**src/rtl/bp_update_scheduler.sv**
```systemverilog
// Branch-predictor training scheduler: serialises outcome updates (queued RMW) and
// rollback restores onto one pattern-table port, sweeping the table after reset.
module bp_update_scheduler #(
  parameter int unsigned          IDX_WIDTH   = 10,
  parameter int unsigned          CNT_WIDTH   = 2,
  parameter logic [CNT_WIDTH-1:0] INIT_VALUE  = '0,
  parameter int unsigned          QDEPTH_LOG2 = 2
) (
  input  logic                   clk,
  input  logic                   rst,
  input  logic                   PL_stall,
  input  logic                   upd_valid,
  input  logic [IDX_WIDTH-1:0]   upd_idx,
  input  logic                   upd_taken,
  output logic                   upd_ready,
  input  logic                   rb_valid,
  input  logic [IDX_WIDTH-1:0]   rb_idx,
  input  logic [CNT_WIDTH-1:0]   rb_count,
  input  logic                   tbl_gnt,
  output logic                   tbl_re,
  output logic [IDX_WIDTH-1:0]   tbl_raddr,
  input  logic [CNT_WIDTH-1:0]   tbl_rdata,
  output logic                   tbl_we,
  output logic [IDX_WIDTH-1:0]   tbl_waddr,
  output logic [CNT_WIDTH-1:0]   tbl_wdata,
  output logic                   init_busy,
  output logic [QDEPTH_LOG2:0]   q_count
);

  localparam int unsigned DEPTH = 2 ** QDEPTH_LOG2;
  localparam int unsigned CW    = QDEPTH_LOG2 + 1;

  typedef enum logic {S_INIT, S_RUN} state_t;

  typedef struct packed {
    logic [IDX_WIDTH-1:0] idx;
    logic                 taken;
  } upd_t;

  state_t                 state_q, state_d;
  logic [IDX_WIDTH-1:0]   sweep_q, sweep_d;
  upd_t                   fifo_q [DEPTH];
  logic [QDEPTH_LOG2-1:0] wr_ptr_q, wr_ptr_d, rd_ptr_q, rd_ptr_d;
  logic [CW-1:0]          count_q, count_d;
  logic                   w_valid_q, w_valid_d, w_taken_q, w_taken_d;
  logic [IDX_WIDTH-1:0]   w_idx_q, w_idx_d;
  logic                   fwd_valid_q, fwd_valid_d;
  logic [IDX_WIDTH-1:0]   fwd_idx_q, fwd_idx_d;
  logic [CNT_WIDTH-1:0]   fwd_data_q, fwd_data_d;
  logic                   push, pop;
  logic [CNT_WIDTH-1:0]   w_base, w_new;
  upd_t                   head;

  assign head      = fifo_q[rd_ptr_q];
  assign init_busy = (state_q == S_INIT);
  assign q_count   = count_q;
  assign upd_ready = !rst && (state_q == S_RUN) && (count_q != CW'(DEPTH)) && !rb_valid;

  // A read issued in the same cycle as a W write sees the stale value, so forward it
  assign w_base = (fwd_valid_q && (fwd_idx_q == w_idx_q)) ? fwd_data_q : tbl_rdata;
  assign w_new  = w_taken_q ? ((w_base == '1) ? w_base : w_base + CNT_WIDTH'(1))
                            : ((w_base == '0) ? w_base : w_base - CNT_WIDTH'(1));

  always_comb begin
    state_d     = state_q;
    sweep_d     = sweep_q;
    wr_ptr_d    = wr_ptr_q;
    rd_ptr_d    = rd_ptr_q;
    count_d     = count_q;
    w_valid_d   = 1'b0;
    w_idx_d     = w_idx_q;
    w_taken_d   = w_taken_q;
    fwd_valid_d = 1'b0;
    fwd_idx_d   = fwd_idx_q;
    fwd_data_d  = fwd_data_q;
    push        = 1'b0;
    pop         = 1'b0;
    tbl_re      = 1'b0;
    tbl_raddr   = '0;
    tbl_we      = 1'b0;
    tbl_waddr   = '0;
    tbl_wdata   = '0;
    if (!rst) begin
      unique case (state_q)
        S_INIT: begin
          tbl_we    = 1'b1;
          tbl_waddr = sweep_q;
          tbl_wdata = INIT_VALUE;
          sweep_d   = sweep_q + IDX_WIDTH'(1);
          if (sweep_q == '1) state_d = S_RUN;
        end
        S_RUN: begin
          push = upd_valid && upd_ready && !PL_stall;
          if (rb_valid) begin
            // Flush: restore wins the port and discards everything in flight
            tbl_we    = 1'b1;
            tbl_waddr = rb_idx;
            tbl_wdata = rb_count;
            wr_ptr_d  = '0;
            rd_ptr_d  = '0;
            count_d   = '0;
          end else begin
            if (w_valid_q) begin
              tbl_we      = 1'b1;
              tbl_waddr   = w_idx_q;
              tbl_wdata   = w_new;
              fwd_valid_d = 1'b1;
              fwd_idx_d   = w_idx_q;
              fwd_data_d  = w_new;
            end
            pop = (count_q != '0) && tbl_gnt;
            if (pop) begin
              tbl_re    = 1'b1;
              tbl_raddr = head.idx;
              w_valid_d = 1'b1;
              w_idx_d   = head.idx;
              w_taken_d = head.taken;
              rd_ptr_d  = rd_ptr_q + QDEPTH_LOG2'(1);
            end
            if (push) wr_ptr_d = wr_ptr_q + QDEPTH_LOG2'(1);
            count_d = count_q + CW'(push) - CW'(pop);
          end
        end
        default: state_d = S_INIT;
      endcase
    end
  end

  always_ff @(posedge clk) begin
    if (rst) begin
      state_q     <= S_INIT;
      sweep_q     <= '0;
      wr_ptr_q    <= '0;
      rd_ptr_q    <= '0;
      count_q     <= '0;
      w_valid_q   <= 1'b0;
      w_idx_q     <= '0;
      w_taken_q   <= 1'b0;
      fwd_valid_q <= 1'b0;
      fwd_idx_q   <= '0;
      fwd_data_q  <= '0;
    end else begin
      state_q     <= state_d;
      sweep_q     <= sweep_d;
      wr_ptr_q    <= wr_ptr_d;
      rd_ptr_q    <= rd_ptr_d;
      count_q     <= count_d;
      w_valid_q   <= w_valid_d;
      w_idx_q     <= w_idx_d;
      w_taken_q   <= w_taken_d;
      fwd_valid_q <= fwd_valid_d;
      fwd_idx_q   <= fwd_idx_d;
      fwd_data_q  <= fwd_data_d;
    end
  end

  always_ff @(posedge clk) begin
    if (push) fifo_q[wr_ptr_q] <= '{idx: upd_idx, taken: upd_taken};
  end

endmodule

```
**config.mk**
```make
export PLATFORM = sky130hd
export DESIGN_NAME = bp_update_scheduler
export DESIGN_NICKNAME = d
export VERILOG_FILES = /design/src/rtl/bp_update_scheduler.sv
export SDC_FILE = /design/constraint.sdc
export NUM_CORES = 1
export LEC_CHECK = 0
export ABC_AREA = 1
export CORE_UTILIZATION = 35
export CTS_CLUSTER_SIZE = 24
export DETAILED_ROUTE_END_ITERATION = 8
export DONT_BUFFER_PORTS = 1
export GPL_TIMING_DRIVEN = 0
export HOLD_SLACK_MARGIN = 0.02
export SLEW_MARGIN = 20
export SYNTH_ARGS = -nofsm -noshare
export SYNTH_HDL_FRONTEND = slang
export SYNTH_SLANG_ARGS = --single-unit
```
**constraint.sdc**
```tcl
create_clock -name clk -period 2.45 [get_ports clk]
set_clock_uncertainty 0.15 [all_clocks]
set_input_delay 0.1225 -clock clk [delete_from_list [all_inputs] [get_ports clk]]
set_output_delay 0.1225 -clock clk [all_outputs]
set_load 0.02 [all_outputs]
```
==> reports/results.tsv <==
metric	value	unit
power	3065	uW
holdCritPathClass	input pin to register	
finalCriticalPeriod	2.342	ns
wl_per_cell	15.55	um
drive_gt1_frac	0.1270	
cts_buffers	9	
vias	3173	
drt_iter0_drc	218	
yosysWarnings	0	
yosys.cell_types.count	36	
cts.sinks	89	
area_growth_syn_to_layout	17.68	%
p_sw_frac	0.2165	
cts_tree	built	
dr_wl_met2	4807	um
synth_cells	451	
grt_pass1_wl	15460	um
setup_viol	0	
cap_violations	0	
die_w	109.4	um
overflow	0	
initial_core_util	0.3657	
peakVddDrop	433.4	uV
power_density	645.7	mW/mm2
ys_seq_elements	89	
io_buffers	0	
leakagePower	0.001789	uW
synth_area	0.004034	mm2
max_freq	0.4271	GHz
core_area	0.01103	mm2
cts_root_buffer	clkbuf_16	
htree_levels	3	
ys_seq_area_frac	0.5509	
final_core_util	0.4304	
finalSetupTns	0	ns
yosys.area.top_type	edfxtp_1	
hold_violations	0	
switching_power	663.8	uW
drt_first_pass_iters	4	
drc	0	
antenna_found_initial	0	
die_h	109.4	um
clk_pin_slew	0.07	ns
clockBufferDepth	2	
globalRouteTotalUtil	0.1742	
diodes	0	
finalCritPeriodShare	0.9557	
timing.final.ws_setup	0.1085	ns
rsz0062_at_grt	yes	
cp-end-kind	primary output	
grt_max_degree	18	
routed-wl-met3	557	um
dpl-instance-area	0.004212	mm2
p_comb_frac	0.027	
syn_area_per_cell	8.944	um2
place_congestion	0.8221	
ant_nets	0	
crit_path_start_kind	register	
synth_area_leaders	edfxtp_1, dfxtp_1, nand2_1	
clk_latency	0.34	ns
dp_hpwl	6820	um
tightest_slew	0.7481	ns
wl_met1	4294	um
critPathRequiredTime	2.18	ns
finalNetCount	522	
path_class	register to primary output	
clkPwrFrac	0.462	
maxSlewHeadroom	0.4974	
nFillCells	1072	
io_pins	60	
crit_path_max_fanout	10	
p_int	2401	uW
cp.arrival	2.07	ns
routed_via_density	5.053	
final_cell_area	0.004747	mm2
seqPwrFrac	0.511	
slew_violations	0	
dieArea	0.01196	mm2
dpl_worst_slack	-0.1826	ns
syn-num-nets	490	
totalWireLength	9766	um
rows	38	
netlist.area_leader.share	0.3275	
routed.top_layer	met4	
status	completed	
grt_pass1_vias	3106	
layer usage:
metal  vias to the layer above  global-route usage
met5                         -                   0
met4                         0             0.06286
met3                        10             0.04209
met2                        86              0.2907
met1                      1513              0.2195
li1                       1564                   -
registers in the layout, indices dropped and copies added (netlist names), 2 cells and up, named ones only:
name	count
w_idx_q	10
q_count	3
sweep_q	10
rd_ptr_q	2
fifo_q	44
fwd_idx_q	10
wr_ptr_q	2
fwd_data_q	2
worst max-delay path: stages (launching register included):
cell      delay [ns]
dfxtp_2         0.32
buf_6           0.12
inv_8           0.08
clkbuf_1        0.39
a21oi_1         0.08
a221oi_1        0.73
timing repair:
action | 4_1_cts | 5_1_grt
hold endpoints to repair | 59 | 0
hold buffers | 17 | 0
pin swaps | 2 | 1
buffers inserted | 4 | 0
resized for setup | 5 | 5
endpoints found under the setup margin | 35 | 5
gates cloned | 0 | 0
cell type report:
class	count	area, um2	share of cell area
Buffer	18	86.33	0.01819
Clock buffer	9	225.2	0.04744
Clock inverter	7	83.83	0.01766
Inverter	72	277.8	0.05851
Multi-Input combinational cell	272	1470	0.3097
Sequential cell	89	2228	0.4694
Tap cell	140	175.2	0.03690
Timing Repair Buffer	21	200.2	0.04217
worst paths after layout:
kind                            slack [ns]            to    startpoint  cells after the start
worst min register to register        0.32  fwd_idx_q[7]  fwd_idx_q[7]                      2
worst min-delay path                  0.04    sweep_q[7]           rst                      2
worst max register to register        0.14    q_count[2]       state_q                     13
worst max-delay path                  0.11  tbl_waddr[3]       state_q                      5
kinds of logic after synthesis:
| family | after synthesis | share of synthesized area |
|---|---|---|
| AO/OA/AOI/OAI | 103 | 0.1542 |
| AND/OR/NAND/NOR | 159 | 0.1737 |
| XOR/XNOR | 2 | 0.004343 |
| flip-flops | 89 | 0.5509 |
| adder cells (fa/ha/maj) | 8 | 0.02667 |
| buffers and inverters | 90 | 0.09026 |
through the flow:
step	hold WS, ns	cells
2_1_floorplan	0.07137	451
3_3_place_gp	0.07150	591
3_5_place_dp	0.07153	591
4_1_cts	0.02656	628
5_1_grt	0.04464	628
6_report	0.03501	628
cells in the mapped netlist:
cell type	count
dfxtp_1	45
inv_8	1
a221oi_1	7
ha_1	7
nand3_1	16
buf_2	6
inv_1	61
o32ai_1	11
nor2_1	47
a21oi_1	32
nand2_2	4
nand3_2	2
edfxtp_1	44
fa_1	1
nor2_4	4
o211ai_1	1
nand4_1	4
o21ai_0	34
o21ai_1	9
nand2_1	76
o31ai_4	1
xnor2_1	1
nor3_4	1
nor2_2	2
nor3_1	3
xor2_1	1
a21boi_1	1
inv_2	10
buf_1	1
buf_6	1
clkbuf_1	9
a22oi_1	2
buf_4	1
o21a_1	2
o31ai_1	1
a211oi_1	2
cells in the final DEF (no fill, tap or decap), drive strengths merged, types with 2 or more instances in the layout:
cell,netlist,layout
nand2,80,80
inv,72,76
nor2,53,53
dfxtp,45,45
edfxtp,44,44
o21ai,43,43
a21oi,32,32
nand3,18,18
clkbuf,9,18
dlygate4sd3,0,17
buf,9,13
o32ai,11,11
ha,7,7
a221oi,7,7
nand4,4,4
nor3,4,4
a22oi,2,2
o21a,2,2
a211oi,2,2
o31ai,2,2
power by group through the flow:
stage          Combinational (uW)  Clock (uW)  Sequential [uW]
2_1_floorplan                40.1           0             1600
3_3_place_gp                 53.2           0             1600
3_5_place_dp                 54.1           0             1600
4_1_cts                      81.9        1440             1570
5_1_grt                      92.1        1490             1570
6_report                     82.4        1420             1570
Note: power is estimated with default switching activity, not from simulation.
